<file path="config.mk">
export PLATFORM = sky130hd
export DESIGN_NAME = ctu_clsp_cken_seq_jl
export DESIGN_NICKNAME = d
export VERILOG_FILES = /design/src/rtl/ctu_clsp_pkg.sv /design/src/rtl/ctu_clsp_gap_cnt.sv /design/src/rtl/ctu_clsp_cken_seq_jl.sv
export SDC_FILE = /design/constraint.sdc
export NUM_CORES = 1
export LEC_CHECK = 0
export ABC_CLOCK_PERIOD_IN_PS = 3390
export CORE_MARGIN = 3
export CORE_UTILIZATION = 35
export DETAILED_ROUTE_END_ITERATION = 8
export PLACE_DENSITY = 0.73
export RECOVER_POWER = 50
export SLEW_MARGIN = 20
export SYNTH_ARGS = -nofsm -noshare
export SYNTH_HDL_FRONTEND = slang
export SYNTH_SLANG_ARGS = --single-unit
</file>
<file path="constraint.sdc">
create_clock -name jbus_clk -period 3.39 [get_ports jbus_clk]
set_clock_uncertainty 0.15 [all_clocks]
set_input_delay 0.678 -clock jbus_clk [delete_from_list [all_inputs] [get_ports jbus_clk]]
set_output_delay 0.678 -clock jbus_clk [all_outputs]
set_load 0.005 [all_outputs]
</file>
<file path="src/rtl/ctu_clsp_pkg.sv">
// rtl/ctu_clsp_pkg.sv - shared types and cluster indices for the clock-spine cken sequencer
package ctu_clsp_pkg;

    typedef enum logic [1:0] {
        ST_IDLE  = 2'd0,
        ST_RAMP  = 2'd1,
        ST_RUN   = 2'd2,
        ST_DRAIN = 2'd3
    } clsp_state_e;

    localparam int CTU_NUM_CKEN = 9;

    localparam int CKEN_DBG    = 0;
    localparam int CKEN_MISC   = 1;
    localparam int CKEN_JBUSL  = 2;
    localparam int CKEN_JBUSR  = 3;
    localparam int CKEN_JBI    = 4;
    localparam int CKEN_IOB    = 5;
    localparam int CKEN_EFC    = 6;
    localparam int CKEN_DRAM02 = 7;
    localparam int CKEN_DRAM13 = 8;

endpackage

</file>
<file path="src/rtl/ctu_clsp_gap_cnt.sv">
// rtl/ctu_clsp_gap_cnt.sv - loadable stagger-gap down-counter, flags the last cycle of a step
module ctu_clsp_gap_cnt #(
    parameter int GAP_W = 4
) (
    input  logic             clk,
    input  logic             rst_n,
    input  logic             load_i,
    input  logic [GAP_W-1:0] load_val_i,
    output logic             step_end_o
);

    logic [GAP_W-1:0] count_q;
    logic [GAP_W-1:0] count_d;

    always_comb begin
        count_d = count_q;
        if (load_i) begin
            count_d = load_val_i;
        end else if (count_q != '0) begin
            count_d = count_q - GAP_W'(1);
        end
    end

    always_ff @(posedge clk or negedge rst_n) begin
        if (!rst_n) begin
            count_q <= '0;
        end else begin
            count_q <= count_d;
        end
    end

    assign step_end_o = (count_q == GAP_W'(1));

endmodule

</file>
<file path="src/rtl/ctu_clsp_cken_seq_jl.sv">
// rtl/ctu_clsp_cken_seq_jl.sv - jbus cluster clock-enable ramp sequencer; CTU_CLSP_CKEN_STAGGER_EN enables the staggered ramp
module ctu_clsp_cken_seq_jl
    import ctu_clsp_pkg::*;
#(
    parameter int GAP_W = 4
) (
    input  logic             jbus_clk,
    input  logic             io_pwron_rst_l,
    input  logic             start_clk_jl,
    input  logic             stop_req_jl,
    input  logic [8:0]       cken_mask_jl,
    input  logic [GAP_W-1:0] cken_gap_jl,
    output logic             ctu_dbg_cken_pre_jl,
    output logic             ctu_misc_cken_pre_jl,
    output logic             ctu_jbusl_cken_pre_jl,
    output logic             ctu_jbusr_cken_pre_jl,
    output logic             ctu_jbi_cken_pre_jl,
    output logic             ctu_iob_cken_pre_jl,
    output logic             ctu_efc_cken_pre_jl,
    output logic             ctu_dram02_cken_pre_jl,
    output logic             ctu_dram13_cken_pre_jl,
    output logic             clsp_ctrl_srarm_pre_jl,
    output logic             seq_done_jl
);

    localparam logic [3:0] IDX_LAST = 4'(CTU_NUM_CKEN - 1);

    clsp_state_e             state_q, state_d;
    logic [3:0]              idx_q, idx_d;
    logic [CTU_NUM_CKEN-1:0] on_q, on_d;
    logic [CTU_NUM_CKEN-1:0] cken_q;
    logic                    start_prev_q;
    logic                    run_entry_q, run_entry_d;
    logic                    srarm_q;
    logic                    done_q;
    logic                    cnt_load;
    logic                    step_end;
    logic [GAP_W-1:0]        gap_eff;
    logic [3:0]              idx_inc;
    logic [3:0]              idx_dec;

    assign gap_eff = (cken_gap_jl == '0) ? GAP_W'(1) : cken_gap_jl;
    assign idx_inc = idx_q + 4'd1;
    assign idx_dec = idx_q - 4'd1;

    ctu_clsp_gap_cnt #(
        .GAP_W (GAP_W)
    ) u_gap_cnt (
        .clk        (jbus_clk),
        .rst_n      (io_pwron_rst_l),
        .load_i     (cnt_load),
        .load_val_i (gap_eff),
        .step_end_o (step_end)
    );

`ifndef CTU_CLSP_CKEN_STAGGER_EN
    logic step_end_unused;
    assign step_end_unused = step_end;
`endif

    // Each step's start action happens on the edge that ends the previous step,
    // so consecutive enables are exactly G cycles apart.
    always_comb begin
        state_d     = state_q;
        idx_d       = idx_q;
        on_d        = on_q;
        cnt_load    = 1'b0;
        run_entry_d = 1'b0;
        case (state_q)
            ST_IDLE: begin
                on_d = '0;
                if (start_clk_jl && !start_prev_q) begin
                    state_d = ST_RAMP;
                    idx_d   = 4'd0;
`ifdef CTU_CLSP_CKEN_STAGGER_EN
                    on_d[0]  = 1'b1;
                    cnt_load = 1'b1;
`else
                    on_d = '1;
`endif
                end
            end
            ST_RAMP: begin
`ifdef CTU_CLSP_CKEN_STAGGER_EN
                if (step_end) begin
                    if (idx_q == IDX_LAST) begin
                        state_d     = ST_RUN;
                        run_entry_d = 1'b1;
                    end else begin
                        idx_d         = idx_inc;
                        on_d[idx_inc] = 1'b1;
                        cnt_load      = 1'b1;
                    end
                end
`else
                state_d     = ST_RUN;
                run_entry_d = 1'b1;
`endif
            end
            ST_RUN: begin
                if (stop_req_jl) begin
                    state_d = ST_DRAIN;
                    idx_d   = IDX_LAST;
`ifdef CTU_CLSP_CKEN_STAGGER_EN
                    on_d[IDX_LAST] = 1'b0;
                    cnt_load       = 1'b1;
`else
                    on_d = '0;
`endif
                end
            end
            ST_DRAIN: begin
`ifdef CTU_CLSP_CKEN_STAGGER_EN
                if (step_end) begin
                    if (idx_q == 4'd0) begin
                        state_d = ST_IDLE;
                    end else begin
                        idx_d         = idx_dec;
                        on_d[idx_dec] = 1'b0;
                        cnt_load      = 1'b1;
                    end
                end
`else
                state_d = ST_IDLE;
`endif
            end
            default: begin
                state_d = ST_IDLE;
                on_d    = '0;
            end
        endcase

        // Losing start_clk_jl collapses everything regardless of state.
        if (!start_clk_jl) begin
            state_d     = ST_IDLE;
            idx_d       = 4'd0;
            on_d        = '0;
            cnt_load    = 1'b0;
            run_entry_d = 1'b0;
        end
    end

    // start_prev resets high so a start level held through reset cannot launch a ramp.
    always_ff @(posedge jbus_clk or negedge io_pwron_rst_l) begin
        if (!io_pwron_rst_l) begin
            state_q      <= ST_IDLE;
            idx_q        <= 4'd0;
            on_q         <= '0;
            start_prev_q <= 1'b1;
            run_entry_q  <= 1'b0;
            cken_q       <= '0;
            srarm_q      <= 1'b0;
            done_q       <= 1'b0;
        end else begin
            state_q      <= state_d;
            idx_q        <= idx_d;
            on_q         <= on_d;
            start_prev_q <= start_clk_jl;
            run_entry_q  <= run_entry_d;
            cken_q       <= on_q & cken_mask_jl;
            srarm_q      <= (state_q == ST_RUN);
            done_q       <= run_entry_q;
        end
    end

    assign ctu_dbg_cken_pre_jl    = cken_q[CKEN_DBG];
    assign ctu_misc_cken_pre_jl   = cken_q[CKEN_MISC];
    assign ctu_jbusl_cken_pre_jl  = cken_q[CKEN_JBUSL];
    assign ctu_jbusr_cken_pre_jl  = cken_q[CKEN_JBUSR];
    assign ctu_jbi_cken_pre_jl    = cken_q[CKEN_JBI];
    assign ctu_iob_cken_pre_jl    = cken_q[CKEN_IOB];
    assign ctu_efc_cken_pre_jl    = cken_q[CKEN_EFC];
    assign ctu_dram02_cken_pre_jl = cken_q[CKEN_DRAM02];
    assign ctu_dram13_cken_pre_jl = cken_q[CKEN_DRAM13];
    assign clsp_ctrl_srarm_pre_jl = srarm_q;
    assign seq_done_jl            = done_q;

endmodule

</file>
=== Word-level counts from Yosys, hierarchy flattened ===
Cells that the tools add are included.

* Eq/ne operators: 6
* Reduce and logical (&&, ||, !) cells: 5
* Multiplexer cells: 10
* Bitwise logic cells: 1

{| class="wikitable"
|+ Operators by type and width
! cell !! number
|-
| $mux W9 || 3
|-
| $pmux W9 S2 || 1
|-
| $and A9 B9 Y9 || 1
|-
| $pmux W2 S4 || 1
|-
| $mux W2 || 3
|-
| $ne A3 B3 Y1 const B || 2
|-
| $eq A2 B2 Y1 const B || 2
|-
| $reduce_and A2 Y1 || 2
|-
| $ne A3 B1 Y1 const B || 1
|-
| $eq A2 B1 Y1 const B || 1
|-
| $logic_not A2 Y1 || 1
|-
| $mux W1 || 2
|-
| $logic_and A1 B1 Y1 || 1
|-
| $logic_not A1 Y1 || 1
|}

* Logic and storage cells: 29
* Flip-flop bits (word level): 24
* Output and inout port bits: 11

=== Depth between registers and ports, before layout ===
Gate-level depths: netlist of the first run.

* Depth after elaboration: 5
* Depth in mapped cells: 5
* Gate-level depth less buffers: 5

=== Least setup slack after synthesis of the first run ===
No wires, ideal clock.

* Kind: reg2reg
* Start point: register state_q[0]
* End point: register on_q[7]
* Setup time: 0.120 ns
* Slack: 2.024 ns
* Period minus slack after synthesis: 1.366 ns
* Arrival: 1.096 ns
* Stages on the path, launching flop included: 6
* Cells stage by stage: dfrtp_1 > inv_1 > ha_1 > nor2b_4 > o21bai_1 > a31o_1

* Cells in the longest elaborated chain, start to end: 3
* Elaborated cells on any way between the ends: 7

{| class="wikitable"
|+ RTL lines
! what !! RTL line !! text
|-
| start, declared || ctu_clsp_cken_seq_jl.sv:28 || <nowiki>clsp_state_e state_q, state_d;</nowiki>
|-
| start signal, assigned || ctu_clsp_cken_seq_jl.sv:155 || <nowiki>state_q <= state_d;</nowiki>
|-
| $eq A2 B2 Y1 / $logic_not A2 Y1 (equally long branches) || - ||
|-
| $pmux W9 S2 (tied with other cells) || ctu_clsp_cken_seq_jl.sv:69 || <nowiki>case (state_q)</nowiki>
|-
| $mux W9 / $reduce_and A2 Y1 (equally long branches) || - ||
|-
| end signal, assigned || ctu_clsp_cken_seq_jl.sv:157 || <nowiki>on_q <= on_d;</nowiki>
|-
| end, declared || ctu_clsp_cken_seq_jl.sv:30 || <nowiki>logic [CTU_NUM_CKEN-1:0] on_q, on_d;</nowiki>
|}

Several ways; a longest one is shown, not always the timed one.
A chain may end at the register's enable or synchronous reset.

=== Worst setup path after layout of the first run ===
* Start point: register cken_q[4]
* End point: output port ctu_jbi_cken_pre_jl

{| class="wikitable"
|+ RTL lines
! what !! RTL line !! text
|-
| start, declared || ctu_clsp_cken_seq_jl.sv:31 || <nowiki>logic [CTU_NUM_CKEN-1:0] cken_q;</nowiki>
|-
| start signal, assigned || ctu_clsp_cken_seq_jl.sv:160 || <nowiki>cken_q <= on_q & cken_mask_jl;</nowiki>
|-
| end, declared || ctu_clsp_cken_seq_jl.sv:17 || <nowiki>output logic ctu_jbi_cken_pre_jl,</nowiki>
|}

No word-level cell between the ends.

==> results.md, run 1 <==
* CP endpoint kind: output port
* Die width at 47.0 µm
* Site Rows at 14
* Gr usage total at 12.2%
* Initial Util at 38.2%
* Synth top area cells: dfrtp_1 (64%), and2_1 (11%), ha_1 (6.4%)
* Clk sink count at 16
* Crit path max fanout at 1
* MaxCap Viol Count at 0
* Met1 usage at 13.5%
* Startpoint types: flip-flop
* Vias after detailed routing at 388
* Post-synthesis simple-gate area fraction at 16.3%
* Mapped Nets at 60
* Hold WC Path Type: reg -> reg
* Wirelength per Cell at 13.2 µm
* FF-to-FF path depth at 5
* CTS root buffer: clkbuf_4
* # setup viols final at 0
* GR peak layer: met2
* TritonCTS clock tree: yes
* # fillers at 143
* Peak supply drop at 0.307 mV
* Grt ovf at 0
* Final Hold Vio Count at 0
* Syn Area/Cell at 14.7 µm²
* Start of the worst register-to-register path: state_q[0]
* Crit path required time at 2560 ps
* Slew Viols, Final at 0
* # Post-CTS Setup Buffers at 0
* Fraction of synthesized cell area in xor and xnor cells at 0%
* Worst hold path stage count at 0
* Crit-path leading delay family: buffers and inverters
* I/O Pins at 28
* R2R setup slack at 1910 ps
* Met2 Usage GRT at 20.3%
* Compound-Gate Fraction of Synth Area at 6.16%
* Critical path class: reg -> out
* Starting DRT DRC Count at 4
* Core area at 1540 µm²
* Top cell type's share of synthesized area at 63.7%
* N_diodes at 0
* Arrival time worst endpoint at 1120 ps
* Final #Nets at 88
* Commonest non-fill, non-tap cells in the layout: clkdlybuf4s50_1 (16), dfrtp_1 (15), dlygate4sd3_1 (7), and2_0 (6), and2_1 (4)
* R2R Path End: on_q[7]
* Seq/Total Area, Yosys at 68.2%
* Tot Pwr at 0.000530 W
* FF+latch count, synth at 16
* Final hold slack at 207 ps
* Largest stage delay, worst path at 500 ps
* First-pass GRT wire length at 1700 µm
* I/O Buffers at 23
* Slowest stage cell, crit path: clkdlybuf4s50_1
* Netlist cell types at 13
* Die Area at 2210 µm²
* Hold Crit Start: run_entry_q
* CTS clock-pin slew for the worst setup and hold paths at 90 ps
* Worst Path Buf+Inv at 1
* RSZ-0062 raised after global routing: false
* Warnings from Yosys at 0
* Hold endpoint: seq_done_jl
* # hold bufs at CTS at 0
* Share of cells above drive strength 1 at 10.4%
* Synthesized-area fraction occupied by adder cells at 6.37%
* Die Span Y at 47.0 µm
* Fin crit share at 57.5%
* Clk Latency, worst-skew pair at 280 ps
* Post-route minimum period at 1950 ps
* Multiplexer area fraction after synthesis at 1.70%
* Max-slew headroom at 54.7%
* Worst-margin pin slew at 677 ps
* Clk buf depth at 2
* Setup total negative slack at 0 ps
* Final wirelength at 1100 µm
* Ordered cell list for the critical path: clkdlybuf4s50_1
* Vias in the first global route at 368
* Synthesized area at 589 µm²
* Largest net degree at the start of global routing at 17
* Cells after Synth at 40
* Pwr Density at 612 nW/µm²
* CTS H-tree lvls at 1
* Commonest non-fill, non-tap cell in the layout: clkdlybuf4s50_1
* Largest family of logic cells by synthesized area: simple AND/OR/NAND/NOR gates
* Residual DRC count at 0
* Outcome: finished, final reports clean
* Dpl hpwl at 838 µm
* Post-synth top area cell: dfrtp_1
* CTS resizes at 0
* Drt pass-1 iters at 4
* Static leakage at 0.390 nW
* Total CTS buffers at 3
* Grt met3 use at 2.30%
* FMAX at 513 MHz
* GPL Wtd Cong at 0.733
* Initial antenna violation count at 0
* ANT nets after route at 0
* Area growth syn-to-layout at 46.9%
* Drt via density at 4.67
-- worst max path at each step --
stage                          endpoint          from  cells past startpoint  slack, ps
detailed placement              on_q[7]  start_clk_jl                      3       1460
global route        ctu_jbi_cken_pre_jl     cken_q[4]                      1       1380
floorplan                       on_q[7]    state_q[0]                      5       2020
CTS                 ctu_jbi_cken_pre_jl     cken_q[4]                      1       1420
global placement                on_q[7]  start_clk_jl                      3       1480
finish              ctu_jbi_cken_pre_jl     cken_q[4]                      1       1440
-- flip-flops by register name, summed over array words and instances, names as in the netlist --
| signal | flops |
|---|---|
| run_entry_q | 1 |
| seq_done_jl | 1 |
| cken_q | 9 |
| start_prev_q | 1 |
| clsp_ctrl_srarm_pre_jl | 1 |
| state_q | 2 |
| on_q | 1 |
-- area by class of cell --
class	instances	area, µm²	area share [%]
sequential	16	402	46.4
timing repair buffer	23	230	26.6
tap	16	20.0	2.31
multi-input combinational	22	180	20.8
clock buffer	4	26.3	3.03
inverter	2	7.51	0.867
-- cell families (layout without fill, tap and decap cells) --
logic type	Yosys count	count (layout)
fa+ha+maj	3	3
buf+inv	2	29
compound gates	4	4
mux	1	1
simple gates	14	14
flops	16	16
-- per-stage QoR --
step	cell area, µm²	util, %	cells	setup slack, ps
finish	866	56.2	83	1440
global route	866	56.2	83	1380
CTS	866	56.2	83	1420
detailed placement	840	54.5	79	1460
global placement	840	54.5	79	1480
floorplan	589	-	40	2020
-- report_power, final --
part | internal, W | switching (W) | total, W
Sequential | 0.000234 | 0.0000250 | 0.000259
Clock | 0.0000457 | 0.0000568 | 0.000102
Combinational | 0.000103 | 0.0000650 | 0.000168
-- per-layer routing --
metal  part of all wire (%)  up-vias
met3                    9.0        4
met1                     39      181
met4                    2.9        0
met2                     49       17
li1                       -      186
met5                      0        -
-- synthesized netlist by cell type, drive strengths merged --
cell type,count
dfrtp,15
and2,10
ha,3
inv,2
nand2,2
a21oi,1
a31o,1
and4bb,1
dfstp,1
mux2i,1
nor2b,1
o21bai,1
o221a,1
Note: power is estimated with default switching activity, not from simulation.
==> inputs of run 2 (changes only) <==
ABC_CLOCK_PERIOD_IN_PS = 2000   (was 3390)
clock period = 2 ns   (was 3.39 ns; I/O delays follow)
==> run 2 against run 1 <==
Final area increased by 1.3%. Cell count increased by 2.4%. Sequential share of layout area decreased by 0.60 points. Sequential power increased by 69%. Non-clock buffer count increased by 2. Critical path type unchanged. First-iteration DRC count decreased by 75%. Global-route usage decreased by 0.40 points. Hold slack got worse by 1.9 ps. Die area unchanged. Critical path depth unchanged. Utilization increased by 0.73 points.
==> results.md, run 2 (synthesis results as in run 1) <==
* Max reg flops at 9 (unchanged)
* Pre-CTS WS at 402 ps (-1050 ps)
* Vias after detailed routing at 385 (-0.77%)
* # Post-CTS Setup Buffers at 0 (unchanged)
* ANT nets after route at 0 (unchanged)
* CP endpoint kind: output port
* Largest stage delay, worst path at 490 ps (about the same)
* Slowest stage cell, crit path: clkdlybuf4s50_1
* I/O Buffers at 23 (unchanged)
* Ordered cell list for the critical path: clkdlybuf4s50_1
* Initial antenna violation count at 0 (unchanged)
* Post-route minimum period at 1660 ps
* # setup viols final at 0 (unchanged)
* Final #Nets at 90 (+2.3%)
* Hold WC Path Type: reg -> reg
* Grt ovf at 0 (unchanged)
* Clk sink count at 16 (unchanged)
* N_diodes at 0 (unchanged)
* Core area at 1540 µm² (unchanged)
* Largest net degree at the start of global routing at 17 (unchanged)
* Drt via density at 4.53 (-3.1%)
* Final core occ at 56.9% (+0.73 points)
* CTS resizes at 0 (unchanged)
* MaxCap Viol Count at 0 (unchanged)
* Final wirelength at 1060 µm (-3.6%)
* GPL Wtd Cong at 0.723 (-1.3%)
* Starting DRT DRC Count at 1 (-3)
* Crit path required time at 1450 ps (-1110 ps)
* Initial Util at 38.2% (unchanged)
* Gr usage total at 11.8% (-0.40 points)
* Outcome: finished, final reports clean
* Area growth syn-to-layout at 48.8%
* Fin crit share at 83.1%
* Die Span Y at 47.0 µm (unchanged)
* Critical Path Stages at 1 (unchanged)
* Residual DRC count at 0 (unchanged)
* FMAX at 602 MHz
* Peak supply drop at 0.545 mV (+77%)
* I/O Pins at 28 (unchanged)
* Commonest non-fill, non-tap cell in the layout: clkdlybuf4s50_1
* Site Rows at 14 (unchanged)
* Vias in the first global route at 391 (+6.3%)
* FF-to-FF path depth at 5 (unchanged)
* First-pass GRT wire length at 1700 µm (-0.41%)
* Reg with most FFs: cken_q
* Crit path max fanout at 1 (unchanged)
* Setup total negative slack at 0 ps (unchanged)
* Static leakage at 0.400 nW (+2.5%)
* # hold bufs at CTS at 0 (unchanged)
* Wirelength per Cell at 12.4 µm (-5.9%)
* CTS root buffer: clkbuf_4
* Worst hold path stage count at 0 (unchanged)
* Dpl hpwl at 811 µm (-3.2%)
* Share of cells above drive strength 1 at 11.6% (+1.1 points)
* Final Worst Setup Slack at 338 ps (-1100 ps)
* Die width at 47.0 µm (unchanged)
* Critical path class: reg -> out
* Final Hold Vio Count at 0 (unchanged)
* Arrival time worst endpoint at 1110 ps (about the same)
* Top Registers: cken_q (9), state_q (2)
* CTS clock-pin slew for the worst setup and hold paths at 90 ps (about the same)
* Crit-path leading delay family: buffers and inverters
* Clk Latency, worst-skew pair at 280 ps (about the same)
* Final hold slack at 206 ps (-1.88 ps)
* Max-slew headroom at 43.4% (-11 points)
* Startpoint types: flip-flop
* Die Area at 2210 µm² (unchanged)
* Total CTS buffers at 3 (unchanged)
* Drt pass-1 iters at 2 (-2)
* Clk buf depth at 2 (unchanged)
* RSZ-0062 raised after global routing: false
* Commonest non-fill, non-tap cells in the layout: clkdlybuf4s50_1 (22), dfrtp_1 (15), and2_1 (10), ha_1 (3), clkbuf_4 (3)
* Slew Viols, Final at 0 (unchanged)
* Worst-margin pin slew at 849 ps (+172 ps)
* Pwr Density at 1020 nW/µm² (+67%)
* TritonCTS clock tree: yes
* CTS H-tree lvls at 1 (unchanged)
* Worst Path Buf+Inv at 1 (unchanged)
run 2: changes by cell type in the layout (fill, tap and decap cells not counted):
cell | previous run | this run
buf_4 | 0 | 1
clkbuf_1 | 1 | 2
dlygate4sd3_1 | 7 | 1
and2_0 | 6 | 0
clkdlybuf4s50_1 | 16 | 22
and2_1 | 4 | 10
run 2: where the power goes:
group	internal [W]	leakage [nW]	switching, W
clock	0.0000773	0.0150	0.0000942
combinational	0.000181	0.172	0.000109
sequential	0.000397	0.213	0.0000402
total	0.000655	0.400	0.000243
run 2: final cells by class:
class	instances	area, µm²
flip-flops and latches	16	402
well taps	16	20.0
fillers	154	664
repair buffers	25	241
clock buffers	4	26.3
multi-input cells	22	180
inverters	2	7.51
run 2: final timing paths:
kind	end	from	slack, ps
min in group asynchronous	cken_q[8]	io_pwron_rst_l	580
worst max-delay path	ctu_efc_cken_pre_jl	cken_q[6]	340
worst min-delay path	seq_done_jl	run_entry_q	210
worst max register to register	on_q[7]	state_q[0]	510
worst min register to register	seq_done_jl	run_entry_q	210
max in group asynchronous	cken_q[3]	io_pwron_rst_l	600
run 2: routing by layer:
metal	part of all wire, %	track usage (%)	vias up	routed length, µm
met4	2.0	8.29	0	21
met5	0	0	-	0
met2	48	20.6	17	505
met1	42	12.7	179	445
li1	-	-	187	-
met3	7.8	2.30	2	82
run 2: through the flow:
| stage | std cells | instance area [µm²] | total power (W) |
|---|---|---|---|
| final | 85 | 877 | 0.000899 |
| after global routing | 85 | 877 | 0.000971 |
| after detailed placement | 81 | 855 | 0.000743 |
| after global placement | 81 | 855 | 0.000732 |
| after floorplan | 40 | 589 | 0.000591 |
| after CTS | 85 | 881 | 0.000912 |
==> inputs of run 3 (changes only) <==
ABC_CLOCK_PERIOD_IN_PS = 1600   (was 2000)
clock period = 1.6 ns   (was 2 ns; I/O delays follow)
==> run 3 against run 2 <==
Total power is 29% higher. Via count rose by 4.2%. Cell count is 1.2% higher. Non-clock buffer count is 1 higher. Critical endpoint is now on_q[7]. Largest cell class unchanged.
==> results.md, run 3 (synthesis results as in run 1) <==
* CP endpoint kind: flip-flop
* Met1 usage at 14.7% (+2.0 points)
* Die Span Y at 47.0 µm (unchanged)
* CTS resizes at 4 (+4)
* Slowest stage cell, crit path: dfrtp_1
* I/O Pins at 28 (unchanged)
* Top Registers: cken_q (9), state_q (2)
* TritonCTS clock tree: yes
* Setup total negative slack at 0 ps (unchanged)
* Wirelength per Cell at 13.0 µm (+4.8%)
* Initial antenna violation count at 0 (unchanged)
* Clk buf depth at 2 (unchanged)
* Final Hold Vio Count at 0 (unchanged)
* Crit path from: state_q[0]
* Crit-path leading delay family: flip-flops
* GR peak layer: met2
* Met2 Usage GRT at 20.3% (-0.27 points)
* Residual DRC count at 0 (unchanged)
* CTS H-tree lvls at 1 (unchanged)
* First-pass GRT wire length at 1810 µm (+6.9%)
* Post-route minimum period at 1420 ps
* # fillers at 139 (-9.7%)
* Commonest non-fill, non-tap cell in the layout: dfrtp_1
* Share of cells above drive strength 1 at 12.9% (+1.3 points)
* MaxCap Viol Count at 0 (unchanged)
* Total CTS buffers at 3 (unchanged)
* Critical path class: reg -> reg
* Final Worst Setup Slack at 178 ps (-160 ps)
* Final #Nets at 91 (+1.1%)
* Gr usage total at 12.6% (+0.80 points)
* R2R Path End: on_q[7]
* Static leakage at 0.544 nW (+36%)
* Core area at 1540 µm² (unchanged)
* Multi-input gate area at 180 µm² (unchanged)
* Crit path required time at 1630 ps (+180 ps)
* Hold WC Path Type: reg -> reg
* Worst hold path stage count at 0 (unchanged)
* Largest stage delay, worst path at 390 ps (-100 ps)
* Area growth syn-to-layout at 53.3%
* Drt via density at 4.66 (+2.9%)
* Worst-margin pin slew at 824 ps (-24.8 ps)
* Vias after detailed routing at 401 (+4.2%)
* Grt ovf at 0 (unchanged)
* Slew Viols, Final at 0 (unchanged)
* Worst Path Buf+Inv at 1 (unchanged)
* FF-to-FF path depth at 5 (unchanged)
* Grt met3 use at 2.30% (unchanged)
* Outcome: finished, final reports clean
* Clock share of power at 22.4% (+3.3 points)
* Commonest non-fill, non-tap cells in the layout: dfrtp_1 (15), clkdlybuf4s50_1 (11), and2_1 (10), dlymetal6s2s_1 (7), dlygate4sd2_1 (4)
* Max-slew headroom at 45.1% (+1.7 points)
* CTS clock-pin slew for the worst setup and hold paths at 90 ps (about the same)
* Sw Share at 26.7% (-0.34 points)
* Die Area at 2210 µm² (unchanged)
* Sw Pwr at 0.000310 W (+27%)
* Clk Latency, worst-skew pair at 280 ps (about the same)
* Starting DRT DRC Count at 12 (+11)
* Sequential Power Share at 47.0% (-1.7 points)
* Site Rows at 14 (unchanged)
* DP Area at 862 µm² (+0.88%)
* ANT nets after route at 0 (unchanged)
* Hold endpoint: seq_done_jl
* Dpl hpwl at 836 µm (+3.1%)
* Startpoint types: flip-flop
* Drt pass-1 iters at 3 (+1)
* # Post-CTS Setup Buffers at 0 (unchanged)
* # setup viols final at 0 (unchanged)
* Crit path max fanout at 3 (+2)
* CTS root buffer: clkbuf_4
* Start of the worst register-to-register path: state_q[0]
* RSZ-0062 raised after global routing: false
* # hold bufs at CTS at 0 (unchanged)
* Internal power at 0.000848 W (+29%)
* Register area at 402 µm² (unchanged)
* R2R setup slack at 180 ps (-330 ps)
* Vias in the first global route at 410 (+4.9%)
* Die width at 47.0 µm (unchanged)
* Ordered cell list for the critical path: inv_1 -> ha_1 -> nor2b_4 -> o21bai_1 -> a31o_1
* Pre-CTS WS at 86.7 ps (-315 ps)
* Peak supply drop at 0.646 mV (+18%)
* Clk sink count at 16 (unchanged)
* Pwr Density at 1280 nW/µm² (+25%)
* Fin crit share at 88.9%
* Final wirelength at 1120 µm (+6.1%)
* Initial Util at 38.2% (unchanged)
* Max reg flops at 9 (unchanged)
* Fin area at 903 µm² (+3.0%)
* Final core occ at 58.6% (+1.7 points)
* I/O Buffers at 23 (unchanged)
* Largest net degree at the start of global routing at 17 (unchanged)
* N_diodes at 0 (unchanged)
* Arrival time worst endpoint at 1450 ps (+340 ps)
* GPL Wtd Cong at 0.743 (+2.8%)
* Hold Crit Start: run_entry_q
* Comb power frac at 30.6% (-1.7 points)
* Final hold slack at 204 ps (-1.32 ps)
* FMAX at 703 MHz
* Reg with most FFs: cken_q
[run 3: power by group through the flow]
stage          combinational [W]  clock (W)  sequential (W)
2_1_floorplan           0.000186          0        0.000553
3_3_place_gp            0.000375          0        0.000554
3_5_place_dp            0.000387          0        0.000558
4_1_cts                 0.000376   0.000273        0.000549
5_1_grt                 0.000402   0.000290        0.000557
6_report                0.000354   0.000259        0.000544
[run 3: worst max path at each step]
stage / to / depth (start not counted)
floorplan: on_q[7] / 5
global placement: on_q[7] / 4
detailed placement: on_q[7] / 4
CTS: ctu_dbg_cken_pre_jl / 1
global route: on_q[7] / 5
finish: on_q[7] / 5
[run 3: area by class of cell]
| cell class | instances | area share (%) |
|---|---|---|
| flip-flops and latches | 16 | 44.5 |
| repair buffers | 26 | 28.5 |
| multi-input cells | 22 | 19.9 |
| clock buffers | 4 | 4.02 |
| well taps | 16 | 2.22 |
| inverters | 2 | 0.831 |
[run 3: per-layer routing]
layer	routed length (µm)	share of wire (%)
met3	86	7.7
met4	36	3.2
met2	565	50
met5	0	0
met1	431	38
[run 3: stage by stage]
stage | power, W | instances
2_1_floorplan | 0.000739 | 40
6_report | 0.00116 | 86
4_1_cts | 0.00120 | 86
3_3_place_gp | 0.000929 | 82
5_1_grt | 0.00125 | 86
3_5_place_dp | 0.000945 | 82
